### config.mk
export PLATFORM = sky130hd
export DESIGN_NAME = addsub_serial
export DESIGN_NICKNAME = d
export VERILOG_FILES = /design/src/rtl/addsub_pkg.sv /design/src/rtl/full_adder.sv /design/src/rtl/addsub_serial.sv
export SDC_FILE = /design/constraint.sdc
export NUM_CORES = 1
export LEC_CHECK = 0
export BUFFER_PORTS_ARGS = -buffer_cell sky130_fd_sc_hd__buf_2
export CAP_MARGIN = 30
export CORE_MARGIN = 3
export CORE_UTILIZATION = 35
export CTS_BUF_LIST = sky130_fd_sc_hd__clkbuf_8
export CTS_CLUSTER_DIAMETER = 50
export DETAILED_ROUTE_END_ITERATION = 8
export GPL_TIMING_DRIVEN = 0
export RECOVER_POWER = 100
export REMOVE_ABC_BUFFERS = 1
export SETUP_SLACK_MARGIN = 0.15
export SLEW_MARGIN = 5
export SYNTH_ARGS = -nofsm -noshare
export SYNTH_HDL_FRONTEND = slang
export SYNTH_HIERARCHICAL = 1
export SYNTH_SLANG_ARGS = --single-unit
### constraint.sdc
create_clock -name clk -period 1.2 [get_ports clk]
set_input_delay 0.18 -clock clk [delete_from_list [all_inputs] [get_ports clk]]
set_output_delay 0.18 -clock clk [all_outputs]
set_load 0.02 [all_outputs]
### src/rtl/addsub_pkg.sv
// rtl/addsub_pkg.sv - shared types and constants for the serial adder/subtractor
package addsub_pkg;

  typedef enum logic [1:0] {
    IDLE  = 2'd0,
    SHIFT = 2'd1,
    DONE  = 2'd2
  } state_t;

  localparam logic MODE_ADD = 1'b0;
  localparam logic MODE_SUB = 1'b1;

endpackage

### src/rtl/full_adder.sv
// rtl/full_adder.sv - one-bit full adder cell shared with the parallel unit
module full_adder (
  input  logic a,
  input  logic b,
  input  logic cin,
  output logic sum,
  output logic cout
);

  assign sum  = a ^ b ^ cin;
  assign cout = (a & b) | (cin & (a ^ b));

endmodule

### src/rtl/addsub_serial.sv
// rtl/addsub_serial.sv - bit-serial LSB-first adder/subtractor with per-stage carry chain
module addsub_serial
  import addsub_pkg::*;
#(
  parameter int WIDTH = 4
) (
  input  logic             clk,
  input  logic             rst_n,
  input  logic             start,
  input  logic [WIDTH-1:0] a,
  input  logic [WIDTH-1:0] b,
  input  logic             m,
  output logic             busy,
  output logic             done,
  output logic [WIDTH-1:0] s,
  output logic [WIDTH-1:0] c,
  output logic             ovf
);

  // Counter only needs to reach WIDTH; WIDTH must be at least 2 so c[WIDTH-2] exists.
  localparam int CW = $clog2(WIDTH + 1);

  state_t           state;
  state_t           state_nxt;
  logic [WIDTH-1:0] op_a;
  logic [WIDTH-1:0] op_b;
  logic             carry;
  logic [CW-1:0]    count;
  logic             fa_sum;
  logic             fa_cout;
  logic             accept;
  logic             last_bit;

  // A new operation is taken only when no bits are in flight.
  assign accept   = start && ((state == IDLE) || (state == DONE));
  assign last_bit = (count == CW'(WIDTH - 1));

  full_adder u_fa (
    .a    (op_a[0]),
    .b    (op_b[0]),
    .cin  (carry),
    .sum  (fa_sum),
    .cout (fa_cout)
  );

  // State register; reset discards any in-flight operation.
  always_ff @(posedge clk or negedge rst_n) begin
    if (!rst_n) begin
      state <= IDLE;
    end else begin
      state <= state_nxt;
    end
  end

  // Next-state logic: WIDTH bit-cycles in SHIFT, one cycle in DONE.
  always_comb begin
    state_nxt = state;
    unique case (state)
      IDLE:    if (start) state_nxt = SHIFT;
      SHIFT:   if (last_bit) state_nxt = DONE;
      DONE:    state_nxt = start ? SHIFT : IDLE;
      default: state_nxt = IDLE;
    endcase
  end

  // Handshake outputs decode directly from state, so reset clears them at once.
  always_comb begin
    busy = 1'b0;
    done = 1'b0;
    unique case (state)
      SHIFT:   busy = 1'b1;
      DONE:    done = 1'b1;
      default: ;
    endcase
  end

  // Datapath: load on accept, then one full-adder step per SHIFT cycle.
  always_ff @(posedge clk or negedge rst_n) begin
    if (!rst_n) begin
      op_a  <= '0;
      op_b  <= '0;
      carry <= 1'b0;
      count <= '0;
      s     <= '0;
      c     <= '0;
      ovf   <= 1'b0;
    end else if (accept) begin
      op_a  <= a;
      // Subtract as A + ~B + 1: invert B here, the +1 enters as the initial carry.
      op_b  <= b ^ {WIDTH{m}};
      carry <= (m == MODE_SUB);
      count <= '0;
      s     <= '0;
      c     <= '0;
      ovf   <= 1'b0;
    end else if (state == SHIFT) begin
      for (int i = 0; i < WIDTH; i++) begin
        if (count == CW'(i)) begin
          s[i] <= fa_sum;
          c[i] <= fa_cout;
        end
      end
      carry <= fa_cout;
      op_a  <= op_a >> 1;
      op_b  <= op_b >> 1;
      count <= count + CW'(1);
      if (last_bit) begin
        ovf <= fa_cout ^ c[WIDTH-2];
      end
    end
  end

endmodule

=== Yosys cells after proc, flatten, opt, wreduce, memory -nomap -nowiden ===
Cells that the tools add are included.

* Add/subtract/negate cells: 1
* Equality and inequality tests: 7
* Muxes and demuxes: 29
* Bitwise gates (word level): 7
* Reductions and logical operators: 14

{| class="wikitable"
|+ Operators by type and width
! kind !! number
|-
| two-way mux 4 bit || 8
|-
| two-way mux 1 bit || 16
|-
| AND reduction 2 bit || 5
|-
| nonzero test 2 bit || 5
|-
| == test 3 x 2 -> 1 bit, second input constant || 2
|-
| two-way mux 3 bit || 2
|-
| case mux 2 bit (3 select lines) || 1
|-
| two-way mux 2 bit || 2
|-
| inequality test 2 bit, second input constant || 2
|-
| bitwise XOR 4 bit || 1
|-
| adder 3 x 1 -> 3 bit, second input constant || 1
|-
| == test 3 x 1 -> 1 bit, second input constant || 1
|-
| zero test 3 bit || 1
|-
| bitwise XOR 1 bit || 3
|-
| AND 1 bit || 2
|-
| == test 2 x 1 -> 1 bit, second input constant || 1
|-
| == test 2 bit, second input constant || 1
|-
| zero test 2 bit || 1
|-
| logical AND 1 bit || 1
|-
| logical OR 1 bit || 1
|-
| OR 1 bit || 1
|}

* Bits in registers: 23
* Input bits: 12
* Output and inout port bits: 11

=== Longest topological paths before layout ===
Gate-level depths: netlist of the first run.

* Depth in word-level cells: 7
* Depth in mapped cells: 5
* Mapped depth without buffers: 5

=== Cells and area by module ===
Netlist of the first run, hierarchy kept.

{| class="wikitable"
|+ By module, submodules not included
! module !! times used !! cells an instance !! area each (um^2)
|-
| addsub_serial || 1 || 109 || 1088.5
|-
| full_adder || 1 || 1 || 20.0
|}

=== Worst setup path after synthesis of the first run ===
OpenSTA, ideal clock, no wires.

* Path type: register to register
* Start point: register op_a[0]
* End point: register carry
* Library setup time: 0.124 ns
* Data arrival time: 1.117 ns
* Required time: 1.076 ns
* Setup slack: -0.041 ns
* Stages on the path, launching flop included: 4
* Cell sequence: dfrtp_1 fa_1 a22oi_1 nand2_1

* Cells in the longest elaborated chain, start to end: 5

{| class="wikitable"
|+ RTL lines
! element !! line !! RTL
|-
| start, declared || addsub_serial.sv:25 || <nowiki>logic [WIDTH-1:0] op_a;</nowiki>
|-
| start signal, assigned || addsub_serial.sv:104 || <nowiki>op_a <= op_a >> 1;</nowiki>
|-
| bitwise XOR 1 bit || full_adder.sv:11 || <nowiki>assign cout = (a & b) | (cin & (a ^ b));</nowiki>
|-
| AND 1 bit || full_adder.sv:11 ||
|-
| OR 1 bit * || full_adder.sv:11 ||
|-
| via fa_cout || addsub_serial.sv:30 || <nowiki>logic fa_cout;</nowiki>
|-
| two-way mux 1 bit * || addsub_serial.sv:96 || <nowiki>end else if (state == SHIFT) begin</nowiki>
|-
| two-way mux 1 bit * || addsub_serial.sv:87 || <nowiki>end else if (accept) begin</nowiki>
|-
| end signal, assigned || addsub_serial.sv:91 || <nowiki>carry <= (m == MODE_SUB);</nowiki>
|-
| end signal, assigned || addsub_serial.sv:103 || <nowiki>carry <= fa_cout;</nowiki>
|-
| end, declared || addsub_serial.sv:27 || <nowiki>logic carry;</nowiki>
|}

The timed path passes the listed nets; every way through them passes the cells marked *. The select of a mux whose other input is x is not followed.
A chain may end at the register's enable or synchronous reset.

=== Final worst setup path of the first run ===
* Start point: register op_b[0]
* End point: register s[3]

* Cells in the longest elaborated chain, start to end: 5

{| class="wikitable"
|+ RTL lines
! element !! line !! RTL
|-
| start, declared || addsub_serial.sv:26 || <nowiki>logic [WIDTH-1:0] op_b;</nowiki>
|-
| start signal, assigned || addsub_serial.sv:90 || <nowiki>op_b <= b ^ {WIDTH{m}};</nowiki>
|-
| start signal, assigned || addsub_serial.sv:105 || <nowiki>op_b <= op_b >> 1;</nowiki>
|-
| bitwise XOR 1 bit (2 in series) || full_adder.sv:10 || <nowiki>assign sum = a ^ b ^ cin;</nowiki>
|-
| via fa_sum || addsub_serial.sv:29 || <nowiki>logic fa_sum;</nowiki>
|-
| two-way mux 1 bit || addsub_serial.sv:98 || <nowiki>if (count == CW'(i)) begin</nowiki>
|-
| two-way mux 4 bit || addsub_serial.sv:96 ||
|-
| two-way mux 4 bit || addsub_serial.sv:87 ||
|-
| end signal, assigned by index || addsub_serial.sv:99 || <nowiki>s[i] <= fa_sum;</nowiki>
|-
| end, declared || addsub_serial.sv:15 || <nowiki>output logic [WIDTH-1:0] s,</nowiki>
|}

The timed path passes the listed nets, and every way through them passes these cells. The select of a mux whose other input is x is not followed.

==> results of run 1 <==
[cells in the mapped netlist]
library cell,instances,area share [%]
fa_1,1,1.8
nand3b_1,1,0.68
a31oi_1,3,1.7
inv_1,4,1.4
inv_2,1,0.34
nand2_1,23,7.8
ha_1,5,5.6
and4bb_2,3,3.4
a21oi_1,1,0.45
nor2_1,4,1.4
clkbuf_1,1,0.34
xor2_1,3,2.4
xnor2_1,2,1.6
nor2_2,1,0.56
buf_2,3,1.4
a22oi_1,3,2.0
nand3_1,8,3.6
o21ai_0,9,4.1
nor2b_1,2,1.1
a221o_1,1,0.90
dfrtp_1,23,52
a22o_1,3,2.4
nand2b_1,2,1.1
buf_4,2,1.4
o2bb2ai_1,1,0.79
[layout by cell type, fill, tap and decap left out, drive strengths merged]
master / instances
a21oi: 1
nor2b: 2
buf: 34
and4bb: 3
nand2b: 3
ha: 5
fa: 1
clkbuf: 13
nor2: 5
o21ai: 9
nand2: 23
xor2: 3
inv: 6
dfrtp: 23
a31oi: 3
a22o: 3
nand3: 8
a22oi: 3
a221o: 1
o2bb2ai: 1
xnor2: 2
dlygate4sd3: 1
nand3b: 1
[power groups by stage]
| stage | Clock (W) | Combinational, W | Sequential [W] |
|---|---|---|---|
| global placement | 0 | 0.00149 | 0.00134 |
| CTS | 0.000485 | 0.00248 | 0.00138 |
| finish | 0.000470 | 0.00279 | 0.00142 |
| detailed placement | 0 | 0.00150 | 0.00136 |
| global route | 0.000517 | 0.00306 | 0.00147 |
| floorplan | 0 | 0.000951 | 0.00145 |
[registers in the layout (all words and copies together) (netlist names)]
signal	cells
count	3
op_b	4
op_a	4
carry	1
s	4
ovf	1
c	4
state	2
[per-layer routing]
metal	vias to the layer above	GRT usage (%)	routed length, µm
met3	2	4.144	137
met2	24	25.81	1382
met5	-	0	0
li1	464	-	-
met4	0	1.653	7
met1	459	20.66	1237
[cells by family after synthesis]
family | share of synthesized area (%)
adder cells (fa/ha/maj) | 7.449
XOR/XNOR | 3.951
buffers and inverters | 4.739
AND/OR/NAND/NOR | 19.64
flip-flops | 51.92
AO/OA/AOI/OAI | 12.30
[final cells by class]
| type | count | share of cell area, % |
|---|---|---|
| clock buffer | 3 | 2.472 |
| clock inverter | 1 | 0.2247 |
| inverter | 5 | 1.873 |
| multi-input combinational | 77 | 38.20 |
| sequential | 23 | 34.68 |
| tap | 42 | 3.146 |
| timing repair buffer | 45 | 19.40 |
[timing repair]
item                                   4_1_cts  5_1_grt
gates cloned                                 2        0
buffers inserted                            15        6
setup endpoints to repair                   25       26
pin swaps                                   20       12
hold buffers                                 1        0
endpoints found under the hold margin       23        0
resized for setup                           52       16
[per-stage QoR]
step	setup slack, ps	instance area (µm²)	util [%]
after floorplan	-204.1	1075	-
after global placement	-403.8	1237	43.02
after detailed placement	-404.7	1237	43.02
after CTS	-108.7	1584	55.07
after global routing	-173.3	1670	58.07
final	-136.2	1670	58.07
[worst max-delay path: stages (launching register included)]
cell and delay (ps):
dfrtp_1 410, fa_2 650, nand3_2 90, a21oi_2 120
[final timing paths]
path                             to  cells past startpoint
hold reg to reg                c[3]                      2
setup reg to reg               s[3]                      3
setup / recovery               s[3]                      3
min in group asynchronous      s[1]                      2
hold / removal              op_a[0]                      3
max in group asynchronous  count[0]                      2
==> flow_summary.toml, run 1 <==
[timing]
rsz0062_at_grt = "true"
skew_ps = 4.129
fin_ws_ps = -136.2
slew_violations = 0
worstMarginPinSlew_ps = 583.9
hold_ws_ps = 134.6
finalHoldViolCount = 0
post-route-period-util_pct = 111.3
period_minus_slack_ps = 1336
relSlewSlack_pct = 61.07
finalSetupViolations = 18
fin_setup_tns_ps = -786.3
clock.fmax_ghz = 0.7484

[detailed_routing]
drtPass1Iterations = 4
routed_wl_um = 2764
vias = 949
vias_per_cell = 4.842
drc = 0
routedWlPerCell_um = 14.10
ant_nets = 0
drtIter0Drc = 24

[die]
die_w_um = 62.28
pin_count = 23
fp.coreArea_um2 = 2877
die_area_um2 = 3879
fp.dieH_um = 62.28
num_rows = 19
start_util_pct = 38.54

[pwr]
clkPwrFrac_pct = 10.0
power_switching_w = 0.001924
p_leak_nw = 0.7532
vdd_drop_max_uv = 1383
swShare_pct = 41.13
power_density_nw_per_um2 = 2800
p_int_w = 0.002754
power.share.sequential_pct = 30.4
p_comb_share_pct = 59.6
finalPower_w = 0.004677

[finish]
multi_input_area_um2 = 638.1
num_antenna_cells = 0
layout-drive-gt1-share_pct = 49.35
fin_cells = 196
fill_cells = 262
fin_nets = 173
syn2layout_area_growth_pct = 50.68
seq_area_um2 = 579.3

[status]
status = "complete, but fails checks"
violations = "setup timing"

[critical_path]
startpoint_type = "register"
worst_setup_path_end_kind = "register"
r2r_slack_ps = -140
startpoint = "op_b[0]"
crit_type = "reg -> reg"
cp_max_fo = 4
r2r-start = "op_b[0]"
required_ps = 1400
crit_arrival_ps = 1530

[synth]
yosysWarningCount = 6
syn_area_per_cell_um2 = 10.08
synth_area_um2 = 1109
synth_seq_cells = 23
ys_types = 25
syn_inst = 110
ys_seq_area_share_pct = 51.92

[grt]
grt_usage_pct = 15.40
antenna_found_initial = 0
overflow = 0
grt_pass1_vias = 979
grt_max_degree = 24
grt_first_pass_wirelength_um = 4850

[worst_hold_path]
hold_start = "a[0]"
hold_class = "in -> reg"

[placement]
portBuffers = 22
dp_cells = 168
gp_congestion = 0.7373
dp_hpwl_um = 1514

[clock_tree]
clk_pin_slew_ps = 80
htreeDepth = 1
clock_latency_ps = 260
root_buffer = "clkbuf_8"
numClockSinks = 23
numCtsBuffers = 3
cts_max_path_buffers = 2
cts_tree = "yes"

[run]
maxCapViolCount = 0
Power figures use the tool's default switching activity.
==> run 2: changes to the inputs <==
ABC_AREA = 1   (was not set)
==> run 2 against run 1 <==
Clock skew down 1.1 ps. Combinational power rose by 16%. Critical path type unchanged. Clock power rose by 0.9%. Largest cell class unchanged. Synthesized cell count is 45% higher. Area after synthesis up 12%. Sequential share of layout area fell by 3.4 points. Total power increased by 9.2%. The flow still finishes with violations (setup timing).
==> flow_summary.toml, run 2 <==
[grt]
grt_first_pass_wirelength_um = 5264
overflow = 0
antenna_found_initial = 0
grt_usage_pct = 15.99
grt_max_degree = 24
grt_pass1_vias = 1169

[synth]
ys_types = 17
synth_edf_count = 0
yosysMostFrequentCell = "nand2_1"
ys_seq_area_share_pct = 46.28
ys_async_sr_fraction_pct = 100.0
synth_top_area_cell = "dfrtp_1"
netlist.area_leader.share_pct = 46.28
synth.area.top_cells = "dfrtp_1 (46%), nand2_1 (19%), nand3_1 (7.2%)"
yosys-top-cells-count = "nand2_1 (63), dfrtp_1 (23), nand3_1 (18)"
yosysWarningCount = 6
synth_seq_cells = 23
ys.flop_type = "dfrtp_1"
synth_area_um2 = 1244
syn_inst = 159
syn_area_per_cell_um2 = 7.822

[detailed_routing]
drtPass1Iterations = 4
ant_nets = 0
drtIter0Drc = 51
routed_wl_um = 3332
drc = 0
vias_per_cell = 4.664
vias = 1180
routedWlPerCell_um = 13.17

[timing]
fin_ws_ps = -165.6
finalHoldViolCount = 0
finalSetupViolations = 12
slew_violations = 0
rsz0062_at_grt = "true"
clock.fmax_ghz = 0.7323
worstMarginPinSlew_ps = 585.7
period_minus_slack_ps = 1366
skew_ps = 3.033
post-route-period-util_pct = 113.8
hold_ws_ps = 113.4
relSlewSlack_pct = 60.96

[status]
violations = "setup timing"
status = "complete, but fails checks"

[run]
maxCapViolCount = 0

[finish]
layout-drive-gt1-share_pct = 45.89
layout_commonest_cell = "nand2_1"
final_cell_mix = "nand2_1 (48), dfrtp_1 (21), nand2_2 (19)"
num_antenna_cells = 0
final_core_util_pct = 54.45
syn2layout_area_growth_pct = 48.39
fin_nets = 226

[clock_tree]
cts_tree = "yes"
clk_pin_slew_ps = 80
numCtsBuffers = 3
clock_latency_ps = 260
htreeDepth = 1
numClockSinks = 23
cts_max_path_buffers = 2
root_buffer = "clkbuf_8"

[placement]
dp_slack_ps = -286.2
gp_congestion = 0.7825
portBuffers = 22
dp_hpwl_um = 1852

[die]
fp.coreArea_um2 = 3390
start_util_pct = 36.69
num_rows = 21
fp.dieH_um = 65.61
die_w_um = 65.61
pin_count = 23
die_area_um2 = 4305

[critical_path]
worst_path_largest_cell_delay_ps = 580
crit_family = "adder cells"
crit_buf_inv = 1
crit_chain = "fa_2, inv_2, nor2_4, nand2_1, nand2_1"
crit_type = "reg -> reg"
required_ps = 1410
crit_arrival_ps = 1570
startpoint_type = "register"
cp_max_fo = 4
crit_top_cell = "nand2_1"
crit_path_top_delay_cell = "fa_2"
worst_setup_path_end_kind = "register"

[pwr]
finalPower_w = 0.005106
vdd_drop_max_uv = 1215
power_density_nw_per_um2 = 2767
p_leak_nw = 0.9667

[worst_hold_path]
hold_class = "in -> reg"
run 2: path summary, 6_finish.rpt:
path	start	endpoint	slack, ps	cells after the start
worst min register to register	op_b[3]	op_b[3]	500	2
worst max register to register	carry	s[3]	-170	5
max in group asynchronous	rst_n	state[0]	340	2
min in group asynchronous	rst_n	op_b[3]	440	2
worst min-delay path	a[3]	op_a[3]	110	3
worst max-delay path	carry	s[3]	-170	5
run 2: layout make-up:
class | instances | area, µm²
well taps | 46 | 57.56
clock buffers | 3 | 41.29
repair buffers | 44 | 322.8
fillers | 315 | 1544
flip-flops and latches | 23 | 578.1
inverters | 20 | 87.58
clock inverters | 1 | 3.754
multi-input cells | 116 | 754.5
run 2: per-stage QoR:
step	cell area (µm²)	std cells	setup TNS, ps
detailed placement	1381	224	-3066
finish	1846	253	-726.0
global route	1846	253	-1582
global placement	1381	224	-3011
floorplan	1214	156	-736.7
CTS	1658	240	-920.6
run 2: worst reg2reg max path: cells and delay by family (launching register included):
kind	cells	cell delay [ps]
adders and majority gates	1	580
DFF	1	410
buffers and inverters	1	50
and+or+nand+nor	3	280
run 2: power breakdown:
part           leakage (nW)  internal (W)  total (W)  switching (W)
registers             0.295       0.00110    0.00139       0.000283
logic                 0.645       0.00141    0.00325        0.00184
clock network        0.0269      0.000229   0.000474       0.000245
run 2: cell families (layout without fill, tap and decap cells):
kind of cell             Yosys count  after routing  share of synthesized area [%]
adder cells (fa/ha/maj)            6              6                          6.640
AO/OA/AOI/OAI                      4              4                          1.710
AND/OR/NAND/NOR                  102            105                          36.22
flip-flops                        23             23                          46.28
XOR/XNOR                           1              1                         0.7044
buffers and inverters             23             68                          8.451
run 2: layer usage:
layer	part of all wire, %	global-route usage [%]
met1	43	20.43
met2	52	27.56
met3	4.4	2.222
met4	1.2	5.440
met5	0	0
run 2: what timing repair did:
item | CTS | global route
setup endpoints to repair | 25 | 26
setup buffers | 8 | 13
hold buffers | 1 | 0
pin swaps | 18 | 24
endpoints found under the hold margin | 23 | 0
gates cloned | 3 | 0
resized for setup | 35 | 35
==> run 3: changes to the inputs <==
SKIP_LAST_GASP = 1   (was not set)
SLEW_MARGIN = 15   (was 5)
==> run 3 against run 2 <==
The flow still finishes with violations (setup timing). Clock power about the same. Critical path depth unchanged. Die area unchanged. Setup slack better by 24 ps. Global-route usage down 0.33 points. Combinational power down 7.7%. Sequential share of layout area up 1.2 points. Count of clock-buffer cells in the layout unchanged. First-iteration DRC count up 2.0%. Sequential cell count unchanged. Largest power group unchanged.
==> flow_summary.toml, run 3 (same netlist as run 2, synthesis figures left out) <==
[status]
status = "complete, but fails checks"
violations = "setup timing"

[critical_path]
r2r-start = "carry"
r2r_slack_ps = -140
crit_arrival_ps = 1550
startpoint_type = "register"
crit_type = "reg -> reg"
worst_setup_path_end_kind = "register"
cp_max_fo = 4
r2r-end = "s[3]"
required_ps = 1410
worstRegToRegCells = 5
startpoint = "carry"

[die]
die_area_um2 = 4305
die_w_um = 65.61
fp.coreArea_um2 = 3390
fp.dieH_um = 65.61
start_util_pct = 36.69
num_rows = 21
pin_count = 23

[pwr]
vdd_drop_max_uv = 1133
p_leak_nw = 0.9522
finalPower_w = 0.004823
power_density_nw_per_um2 = 2718

[finish]
layout_commonest_cell = "nand2_1"
num_antenna_cells = 0
final_cell_mix = "nand2_1 (58), dfrtp_1 (22), buf_4 (16)"
syn2layout_area_growth_pct = 42.66
layout-drive-gt1-share_pct = 35.27
fin_nets = 226

[clock_tree]
root_buffer = "clkbuf_8"
numCtsBuffers = 3
cts_max_path_buffers = 2
clk_pin_slew_ps = 80
numClockSinks = 23
cts_tree = "yes"
clock_latency_ps = 260
htreeDepth = 1

[detailed_routing]
drtPass1Iterations = 4
drc = 0
ant_nets = 0
vias = 1155
drtIter0Drc = 52
routedWlPerCell_um = 12.53
vias_per_cell = 4.565
routed_wl_um = 3171

[grt]
grt_max_degree = 24
grt_pass1_vias = 1163
overflow = 0
grt_usage_pct = 15.67
grt_first_pass_wirelength_um = 5168
antenna_found_initial = 0

[timing]
post-route-period-util_pct = 111.8
clock.fmax_ghz = 0.7454
slew_violations = 0
rsz0062_at_grt = "true"
worstMarginPinSlew_ps = 585.7
period_minus_slack_ps = 1342
hold_ws_ps = 113.8
relSlewSlack_pct = 60.95
skew_ps = 3.884
finalHoldViolCount = 0
finalSetupViolations = 16
fin_ws_ps = -141.6

[placement]
dp_hpwl_um = 1852
portBuffers = 22
gp_congestion = 0.7825

[worst_hold_path]
hold_class = "in -> reg"
hold_end = "op_a[3]"
hold_start = "a[3]"
holdPathStages = 3

[run]
maxCapViolCount = 0
[run 3: where the power goes]
group	internal [W]	leakage (nW)	switching, W	total, W
clock network	0.000229	0.0269	0.000246	0.000475
registers	0.00110	0.296	0.000245	0.00134
logic	0.00131	0.629	0.00169	0.00300
total	0.00264	0.952	0.00218	0.00482
[run 3: worst max-delay path by stage]
stage | end | slack [ps] | cells after the start
finish | s[3] | -140 | 5
global route | s[2] | -210 | 5
CTS | s[3] | -130 | 5
detailed placement | s[3] | -290 | 5
global placement | s[1] | -280 | 5
floorplan | s[0] | -100 | 5
[run 3: layout make-up]
type,instances,area (µm²)
timing repair buffer,44,311.5
tap,46,57.56
multi-input combinational,116,698.2
clock inverter,1,3.754
inverter,20,85.08
fill,324,1615
clock buffer,3,41.29
sequential,23,576.8
[run 3: metal layers]
layer  GRT usage [%]  vias to the layer above  wire, µm
li1                -                      585         -
met1           20.22                      538      1418
met2           26.30                       27      1607
met3           2.222                        5       103
met4           6.218                        0        41
met5               0                        -         0
[run 3: worst max-delay path, stage by stage, from the launching register on]
cell and delay (ps):
dfrtp_1 410, fa_1 570, inv_2 50, nor2_4 130, nand2_1 80, nand2_1 50
[run 3: repair_timing]
| item | 4_1_cts | 5_1_grt |
|---|---|---|
| hold buffers | 1 | 0 |
| endpoints found under the hold margin | 23 | 0 |
| pin swaps | 16 | 6 |
| cloned | 3 | 0 |
| endpoints found under the setup margin | 25 | 26 |
| buffers inserted | 8 | 13 |
| resized for setup | 29 | 13 |
[run 3: per-stage QoR]
stage	cell area (µm²)	setup TNS [ps]	setup slack (ps)	std cells	utilization, %
2_1_floorplan	1214	-736.7	-95.37	156	-
3_3_place_gp	1381	-3011	-280.3	224	40.75
3_5_place_dp	1381	-3066	-286.2	224	40.75
4_1_cts	1635	-952.6	-128.5	240	48.25
5_1_grt	1774	-2171	-206.7	253	52.34
6_report	1774	-1126	-141.6	253	52.34
